**src/rtl/pet2001keymatrix_if.sv**
```systemverilog
// pet2001keymatrix_if: keyboard-side signal bundle between the HPS PS/2 channel,
// the PET I/O block and the key matrix.
//   ps2_key   [10:0] HPS key event (bit 10 toggles per event, 9 = press, 8 = E0, 7:0 code)
//   keyrow    [3:0]  row select from PIA1 port A[3:0]
//   key_reset        clears every key while high
//   keyin     [7:0]  active-low column byte for the selected row
// master: the side that produces events/row select; slave: the key matrix.
interface pet2001keymatrix_if;
    logic [10:0] ps2_key;
    logic [3:0]  keyrow;
    logic        key_reset;
    logic [7:0]  keyin;

    modport master (
        output ps2_key,
        output keyrow,
        output key_reset,
        input  keyin
    );

    modport slave (
        input  ps2_key,
        input  keyrow,
        input  key_reset,
        output keyin
    );
endinterface

```
**src/rtl/pet2001keymatrix.sv**
```systemverilog
// pet2001keymatrix: PS/2 set-2 key events -> PET 2001 10x8 keyboard matrix.
//   clk        system clock
//   reset      synchronous, active-high
//   bus        pet2001keymatrix_if.slave (ps2_key, keyrow, key_reset in; keyin out)
// Parameter ROWS: implemented matrix rows; rows ROWS..15 always read 8'hFF.
// Optional macro PET_KEY_GHOST_EN: one-hop matrix ghosting on the read port.
// Event path: S0 detect -> S1 translate -> S2 update, then a registered row read.
module pet2001keymatrix #(
    parameter int unsigned ROWS = 10
) (
    input  logic                 clk,
    input  logic                 reset,
    pet2001keymatrix_if.slave    bus
);

    localparam int unsigned MAX_ROWS = 16;
    localparam int unsigned ROW_W    = 4;
    localparam int unsigned COL_W    = 3;
    localparam int unsigned COLS     = 8;
    localparam int unsigned EVT_W    = 10;
    localparam logic [ROW_W:0] ROWS_LIM = (ROW_W + 1)'(ROWS);

    // Translated key position
    typedef struct packed {
        logic             hit;
        logic [ROW_W-1:0] row;
        logic [COL_W-1:0] col;
    } xlate_t;

    // ------------------------------------------------------------------
    // Scancode ROM: {ext, code} -> PET graphics-keyboard matrix position.
    // Keypad codes and unlisted extended codes are deliberately unmapped.
    // ------------------------------------------------------------------
    function automatic xlate_t rom_lookup(input logic ext, input logic [7:0] code);
        xlate_t x;
        x = '{hit: 1'b0, row: '0, col: '0};
        unique case ({ext, code})
            // row 0: ! # % & ( <- HOME CRSR-RIGHT
            9'h00E: x = '{hit: 1'b1, row: 4'd0, col: 3'd5};
            9'h16C: x = '{hit: 1'b1, row: 4'd0, col: 3'd6};
            9'h174: x = '{hit: 1'b1, row: 4'd0, col: 3'd7};
            // row 1: " $ ' \ ) - DEL CRSR-DOWN
            9'h052: x = '{hit: 1'b1, row: 4'd1, col: 3'd2};
            9'h05D: x = '{hit: 1'b1, row: 4'd1, col: 3'd3};
            9'h066: x = '{hit: 1'b1, row: 4'd1, col: 3'd6};
            9'h171: x = '{hit: 1'b1, row: 4'd1, col: 3'd6};
            9'h172: x = '{hit: 1'b1, row: 4'd1, col: 3'd7};
            // row 2: Q E T U O ^ 7 9
            9'h015: x = '{hit: 1'b1, row: 4'd2, col: 3'd0};
            9'h024: x = '{hit: 1'b1, row: 4'd2, col: 3'd1};
            9'h02C: x = '{hit: 1'b1, row: 4'd2, col: 3'd2};
            9'h03C: x = '{hit: 1'b1, row: 4'd2, col: 3'd3};
            9'h044: x = '{hit: 1'b1, row: 4'd2, col: 3'd4};
            9'h03D: x = '{hit: 1'b1, row: 4'd2, col: 3'd6};
            9'h046: x = '{hit: 1'b1, row: 4'd2, col: 3'd7};
            // row 3: W R Y I P - 8 /
            9'h01D: x = '{hit: 1'b1, row: 4'd3, col: 3'd0};
            9'h02D: x = '{hit: 1'b1, row: 4'd3, col: 3'd1};
            9'h035: x = '{hit: 1'b1, row: 4'd3, col: 3'd2};
            9'h043: x = '{hit: 1'b1, row: 4'd3, col: 3'd3};
            9'h04D: x = '{hit: 1'b1, row: 4'd3, col: 3'd4};
            9'h03E: x = '{hit: 1'b1, row: 4'd3, col: 3'd6};
            9'h04A: x = '{hit: 1'b1, row: 4'd3, col: 3'd7};
            // row 4: A D G J L - 4 6
            9'h01C: x = '{hit: 1'b1, row: 4'd4, col: 3'd0};
            9'h023: x = '{hit: 1'b1, row: 4'd4, col: 3'd1};
            9'h034: x = '{hit: 1'b1, row: 4'd4, col: 3'd2};
            9'h03B: x = '{hit: 1'b1, row: 4'd4, col: 3'd3};
            9'h04B: x = '{hit: 1'b1, row: 4'd4, col: 3'd4};
            9'h025: x = '{hit: 1'b1, row: 4'd4, col: 3'd6};
            9'h036: x = '{hit: 1'b1, row: 4'd4, col: 3'd7};
            // row 5: S F H K : - 5 *
            9'h01B: x = '{hit: 1'b1, row: 4'd5, col: 3'd0};
            9'h02B: x = '{hit: 1'b1, row: 4'd5, col: 3'd1};
            9'h033: x = '{hit: 1'b1, row: 4'd5, col: 3'd2};
            9'h042: x = '{hit: 1'b1, row: 4'd5, col: 3'd3};
            9'h02E: x = '{hit: 1'b1, row: 4'd5, col: 3'd6};
            // row 6: Z C B M ; RETURN 1 3
            9'h01A: x = '{hit: 1'b1, row: 4'd6, col: 3'd0};
            9'h021: x = '{hit: 1'b1, row: 4'd6, col: 3'd1};
            9'h032: x = '{hit: 1'b1, row: 4'd6, col: 3'd2};
            9'h03A: x = '{hit: 1'b1, row: 4'd6, col: 3'd3};
            9'h04C: x = '{hit: 1'b1, row: 4'd6, col: 3'd4};
            9'h05A: x = '{hit: 1'b1, row: 4'd6, col: 3'd5};
            9'h016: x = '{hit: 1'b1, row: 4'd6, col: 3'd6};
            9'h026: x = '{hit: 1'b1, row: 4'd6, col: 3'd7};
            // row 7: X V N , ? - 2 +
            9'h022: x = '{hit: 1'b1, row: 4'd7, col: 3'd0};
            9'h02A: x = '{hit: 1'b1, row: 4'd7, col: 3'd1};
            9'h031: x = '{hit: 1'b1, row: 4'd7, col: 3'd2};
            9'h041: x = '{hit: 1'b1, row: 4'd7, col: 3'd3};
            9'h01E: x = '{hit: 1'b1, row: 4'd7, col: 3'd6};
            // row 8: LSHIFT @ ] - > RSHIFT 0 -
            9'h012: x = '{hit: 1'b1, row: 4'd8, col: 3'd0};
            9'h05B: x = '{hit: 1'b1, row: 4'd8, col: 3'd2};
            9'h059: x = '{hit: 1'b1, row: 4'd8, col: 3'd5};
            9'h045: x = '{hit: 1'b1, row: 4'd8, col: 3'd6};
            9'h04E: x = '{hit: 1'b1, row: 4'd8, col: 3'd7};
            // row 9: RVS [ SPACE < STOP - . =
            9'h00D: x = '{hit: 1'b1, row: 4'd9, col: 3'd0};
            9'h054: x = '{hit: 1'b1, row: 4'd9, col: 3'd1};
            9'h029: x = '{hit: 1'b1, row: 4'd9, col: 3'd2};
            9'h076: x = '{hit: 1'b1, row: 4'd9, col: 3'd4};
            9'h049: x = '{hit: 1'b1, row: 4'd9, col: 3'd6};
            9'h055: x = '{hit: 1'b1, row: 4'd9, col: 3'd7};
            default: x = '{hit: 1'b0, row: '0, col: '0};
        endcase
        return x;
    endfunction

    // ------------------------------------------------------------------
    // S0: capture event and detect the toggle
    // ------------------------------------------------------------------
    logic [EVT_W-1:0] k_q;
    logic             tog_q;
    logic             s0_vld_q;
    logic             s0_vld_d;

    assign s0_vld_d = bus.ps2_key[10] != tog_q;

    always_ff @(posedge clk) begin
        if (reset) begin
            k_q      <= '0;
            tog_q    <= bus.ps2_key[10];
            s0_vld_q <= 1'b0;
        end else begin
            k_q      <= bus.ps2_key[EVT_W-1:0];
            tog_q    <= bus.ps2_key[10];
            s0_vld_q <= s0_vld_d;
        end
    end

    // ------------------------------------------------------------------
    // S1: ROM translate
    // ------------------------------------------------------------------
    xlate_t xl_d;
    xlate_t s1_xl_q;
    logic   s1_vld_q;
    logic   s1_press_q;

    assign xl_d = rom_lookup(k_q[8], k_q[7:0]);

    always_ff @(posedge clk) begin
        if (reset) begin
            s1_vld_q   <= 1'b0;
            s1_press_q <= 1'b0;
            s1_xl_q    <= '0;
        end else begin
            s1_vld_q   <= s0_vld_q;
            s1_press_q <= k_q[9];
            s1_xl_q    <= xl_d;
        end
    end

    // ------------------------------------------------------------------
    // S2: matrix write command; unmapped codes are dropped here
    // ------------------------------------------------------------------
    logic             s2_vld_q;
    logic             s2_vld_d;
    logic             s2_press_q;
    logic [ROW_W-1:0] s2_row_q;
    logic [COL_W-1:0] s2_col_q;

    assign s2_vld_d = s1_vld_q && s1_xl_q.hit && ({1'b0, s1_xl_q.row} < ROWS_LIM);

    always_ff @(posedge clk) begin
        if (reset) begin
            s2_vld_q   <= 1'b0;
            s2_press_q <= 1'b0;
            s2_row_q   <= '0;
            s2_col_q   <= '0;
        end else begin
            s2_vld_q   <= s2_vld_d;
            s2_press_q <= s1_press_q;
            s2_row_q   <= s1_xl_q.row;
            s2_col_q   <= s1_xl_q.col;
        end
    end

    // ------------------------------------------------------------------
    // Key-state matrix (1 = down). Clear wins over a same-cycle write;
    // rows at or above ROWS are never written and stay zero.
    // ------------------------------------------------------------------
    logic [MAX_ROWS-1:0][COLS-1:0] m_q;

    always_ff @(posedge clk) begin
        if (reset || bus.key_reset) begin
            m_q <= '0;
        end else if (s2_vld_q) begin
            m_q[s2_row_q][s2_col_q] <= s2_press_q;
        end
    end

    // ------------------------------------------------------------------
    // Column bits of the selected row, read from the pre-write matrix
    // ------------------------------------------------------------------
    logic [COLS-1:0] colbits_c;

`ifdef PET_KEY_GHOST_EN
    // Each row also picks up every other row that shares a pressed column.
    logic [MAX_ROWS-1:0][COLS-1:0] ghost_c;

    always_comb begin
        ghost_c = '0;
        for (int unsigned r = 0; r < MAX_ROWS; r++) begin
            ghost_c[ROW_W'(r)] = m_q[ROW_W'(r)];
            for (int unsigned j = 0; j < ROWS; j++) begin
                if ((j != r) && ((m_q[ROW_W'(j)] & m_q[ROW_W'(r)]) != '0)) begin
                    ghost_c[ROW_W'(r)] = ghost_c[ROW_W'(r)] | m_q[ROW_W'(j)];
                end
            end
        end
    end

    assign colbits_c = ghost_c[bus.keyrow];
`else
    assign colbits_c = m_q[bus.keyrow];
`endif

    // ------------------------------------------------------------------
    // Registered active-low read port
    // ------------------------------------------------------------------
    logic [COLS-1:0] keyin_q;
    logic [COLS-1:0] keyin_d;

    assign keyin_d = ({1'b0, bus.keyrow} < ROWS_LIM) ? ~colbits_c : 8'hFF;

    always_ff @(posedge clk) begin
        if (reset) begin
            keyin_q <= 8'hFF;
        end else begin
            keyin_q <= keyin_d;
        end
    end

    assign bus.keyin = keyin_q;

endmodule

```
**src/flat_wrapper.sv**
```systemverilog
// flat-port wrapper written by rule: the top's interface ports become plain ports
module pet2001keymatrix_flat 
#(
    parameter int unsigned ROWS = 10
)
  (clk, reset, bus_ps2_key, bus_keyrow, bus_key_reset, bus_keyin);
  pet2001keymatrix_if bus_i ();
  input  logic clk;
  input  logic reset;
  input wire logic [$bits(bus_i.ps2_key)-1:0] bus_ps2_key;
  input wire logic [$bits(bus_i.keyrow)-1:0] bus_keyrow;
  input wire logic [$bits(bus_i.key_reset)-1:0] bus_key_reset;
  output wire logic [$bits(bus_i.keyin)-1:0] bus_keyin;
  assign bus_i.ps2_key = bus_ps2_key;
  assign bus_i.keyrow = bus_keyrow;
  assign bus_i.key_reset = bus_key_reset;
  assign bus_keyin = bus_i.keyin;
  pet2001keymatrix #(.ROWS(ROWS)) u_core (.clk(clk), .reset(reset), .bus(bus_i));
endmodule
```
**config.mk**
```make
export PLATFORM = sky130hd
export DESIGN_NAME = pet2001keymatrix_flat
export DESIGN_NICKNAME = d
export VERILOG_FILES = /design/src/rtl/pet2001keymatrix_if.sv /design/src/rtl/pet2001keymatrix.sv /design/src/flat_wrapper.sv
export SDC_FILE = /design/constraint.sdc
export NUM_CORES = 1
export LEC_CHECK = 0
export ABC_AREA = 0
export ABC_CLOCK_PERIOD_IN_PS = 4690
export CAP_MARGIN = 20
export CORE_MARGIN = 5
export CORE_UTILIZATION = 35
export DETAILED_ROUTE_END_ITERATION = 10
export PLACE_DENSITY = 0.57
export SLEW_MARGIN = 10
export SYNTH_ARGS = -nofsm -noshare
export SYNTH_HDL_FRONTEND = slang
export SYNTH_SLANG_ARGS = --single-unit
```
**constraint.sdc**
```tcl
create_clock -name clk -period 4.69 [get_ports clk]
set_input_delay 0.469 -clock clk [delete_from_list [all_inputs] [get_ports clk]]
set_output_delay 0.469 -clock clk [all_outputs]
set_load 0.02 [all_outputs]
```
==> results.yml <==
yosys:
  synth_adder_area_share_pct: 0
  synth_compound_gate_area_share_pct: 19.7
  synth_area_um2: 6040
  ys_top_cells_by_count: "dfxtp_1, o21ai_0, a21oi_1, nand3_1, nor2_1"
  yosys.area_share.simple_pct: 24.5
  synthTopCellsByArea: "dfxtp_1, o21ai_0, a21oi_1"
  synth_edf_count: 0
  syn_area_per_cell_um2: 8.21
  synth_largest_area_cell: "dfxtp_1"
  ys_async_sr_fraction_pct: 0
  synth_cells: 736
  ys_seq_elements: 119
  ys_types: 63
  synth.top_cell.area_share_pct: 39.4
  synth_most_common_cell: "dfxtp_1"
  synth_xor_area_share_pct: 0.725
  synthMuxAreaShare_pct: 9.78
  synth_top_family_by_area: "simple AND/OR/NAND/NOR gates"
  synth_ff_type: "dfxtp_1"
  syn_nets: 754
  yosysSeqAreaShare_pct: 39.4
  yosysWarnings: 0
floorplanning:
  dieHeight_um: 141
  row_count: 48
  io_pins: 26
  core_um2: 17100
  start_util_pct: 35.3
  dieWidth_um: 141
  die_area_um2: 20000
clocking:
  cts_buffer_depth: 2
  clkSlewWorstSetupHoldPaths_ns: 0.05
  worstSkewPairLatency_ns: 0.42
  cts_tree: "done"
  cts_resized: 0
  post-cts-setup-buffers: 0
  ctsHoldBuffers: 0
  h-tree-depth: 4
  root_buffer: "clkbuf_16"
  cts_sinks: 119
  cts_buffers: 17
place:
  dp_cells: 916
  numPortBuffers: 25
  hpwl_mm: 11.7
  globalplace.congestion: 0.940
layout:
  regArea_um2: 2380
  multiInputGateArea_um2: 3320
  fillers: 1657
  fin_util_pct: 40.2
  diodes: 0
  layout-drive-gt1-share_pct: 10.5
  area_growth_pct: 13.8
  stdcell_count: 949
  nets: 729
routing:
  drtIter0Drc: 757
  vias: 5615
  drc: 0
  firstDrtPassIters: 8
  postRouteAntennaNets: 0
  wl_mm: 18.6
  avgViaCountPerCell: 5.92
  wl_per_cell_um: 19.6
worst_setup_path:
  path_buf_inv: 0
  critPathTopFamily: "simple AND/OR/NAND/NOR gates"
  startpoint_type: "flop"
  worstPathArrival_ns: 2.86
  cp.required_ns: 4.95
  cp_cell_sequence: "nor2b_1 -> and2_1 -> o21ai_0 -> o21ai_1 -> nor4_1 -> a41oi_1"
  cp_slowest_cell: "dfxtp_1"
  end_kind: "flop"
  crit_type: "flop to flop"
  ff2ff_path_depth: 6
  path_max_fanout: 19
  max_stage_delay_ns: 0.81
  crit_cells: 6
global_routing:
  antenna_found_initial: 0
  overflow: 0
  grt_pass1_wl_mm: 29.4
  use_met3_pct: 5.33
  track_usage_pct: 18.8
  grt_pass1_vias: 5329
  grt.busiest_layer: "met2"
  grt_max_degree: 81
  met2_usage_pct: 29.9
  grt_util_met1_pct: 24.6
power:
  power.net_switching_uw: 573
  power_mw: 2.41
  internal-power_mw: 1.84
  max-vdd-ir-drop_mv: 0.262
  combPwrFrac_pct: 5.5
  switching_share_pct: 23.8
  p_seq_share_pct: 43.5
  leakage_nw: 2.15
  clockPowerShare_pct: 51.0
  p_per_area_nw_per_um2: 351
sta:
  period_needed_ns: 2.60
  finalSetupTns_ns: 0
  slew_headroom_pct: 27.3
  rsz0062_at_grt: "no"
  setup_violations: 0
  fin_worst_skew_ns: 0.00809
  fin_crit_sh_pct: 55.5
  holdWs_ns: 0.434
  worstMarginPinSlew_ns: 1.09
  slew_violations: 0
  fmaxAchievable_mhz: 384
  final-hold-violation-count: 0
min_path:
  whs_path_depth: 1
  hold_path_class: "flop to flop"
flow_run:
  max_cap_viol_count: 0
run_status:
  status: "finished, final reports clean"
cell families (layout without fill, tap and decap cells):
group                     count (synthesis)  after routing
AOI/OAI and AO/OA                       208            208
xor gates and xnor gates                  5              5
buffers and inverters                    81             69
DFF                                     119            119
muxes                                    39             39
and+or+nand+nor                         284            284
path summary, 6_finish.rpt:
path / from / to / slack, ns
max reg2reg: u_core.k_q[4]$_SDFF_PP0_ / u_core.s1_xl_q[7]$_SDFF_PP0_ / 2.09
max: u_core.k_q[4]$_SDFF_PP0_ / u_core.s1_xl_q[7]$_SDFF_PP0_ / 2.09
min: u_core.s0_vld_q$_SDFF_PP0_ / u_core.s1_vld_q$_SDFF_PP0_ / 0.43
min reg2reg: u_core.s0_vld_q$_SDFF_PP0_ / u_core.s1_vld_q$_SDFF_PP0_ / 0.43
layout by cell type, fill, tap and decap left out, types with 11 or more instances in the layout:
| cell | netlist | final |
|---|---|---|
| dfxtp_1 | 119 | 118 |
| o21ai_0 | 80 | 80 |
| a21oi_1 | 77 | 77 |
| nand3_1 | 77 | 77 |
| nor2_1 | 57 | 57 |
| nand2_1 | 45 | 45 |
| nor2b_1 | 30 | 30 |
| clkdlybuf4s50_1 | 0 | 25 |
| mux2i_1 | 23 | 23 |
| nand2b_1 | 18 | 18 |
| clkbuf_16 | 0 | 17 |
| mux4_2 | 16 | 16 |
| nor3_1 | 12 | 11 |
worst reg2reg max path: stages (launching register included):
cell and delay (ns):
dfxtp_1 0.81, nor2b_1 0.27, and2_1 0.30, o21ai_0 0.27, o21ai_1 0.18, nor4_1 0.43
a41oi_1 0.19
stage by stage:
step | area, um2 | worst slack [ns]
after floorplan | 6040 | 2.88
after global placement | 6300 | 1.95
after detailed placement | 6300 | 1.93
after CTS | 6870 | 2.22
after global routing | 6870 | 1.89
final | 6870 | 2.09
layer usage:
layer	routed length [um]	up-vias	part of all wire [%]
met3	1420	33	7.7
met2	8770	246	47
met4	383	0	2.1
met5	0	-	0
li1	-	2604	-
met1	8000	2732	43
registers in the layout, summed over array words and instances (netlist names), 3 cells and up:
name,flops
u_core.bus.keyin,8
u_core.m_q,80
u_core.s2_row_q,4
u_core.s1_xl_q,8
u_core.k_q,10
u_core.s2_col_q,3
power groups by stage:
stage,sequential (mW),combinational (mW),clock [mW]
3_3_place_gp,1.07,0.132,0
6_report,1.05,0.134,1.23
2_1_floorplan,1.05,0.109,0
3_5_place_dp,1.07,0.131,0
5_1_grt,1.05,0.143,1.30
4_1_cts,1.05,0.131,1.25
area by class of cell:
type                       count  share of cell area, %
sequential                   119                   34.7
timing repair buffer          32                   4.40
multi-input combinational    536                   48.3
tap                          225                   4.10
clock inverter                11                   1.46
clock buffer                  21                   6.84
inverter                       5                  0.273
Note: power is estimated with default switching activity, not from simulation.
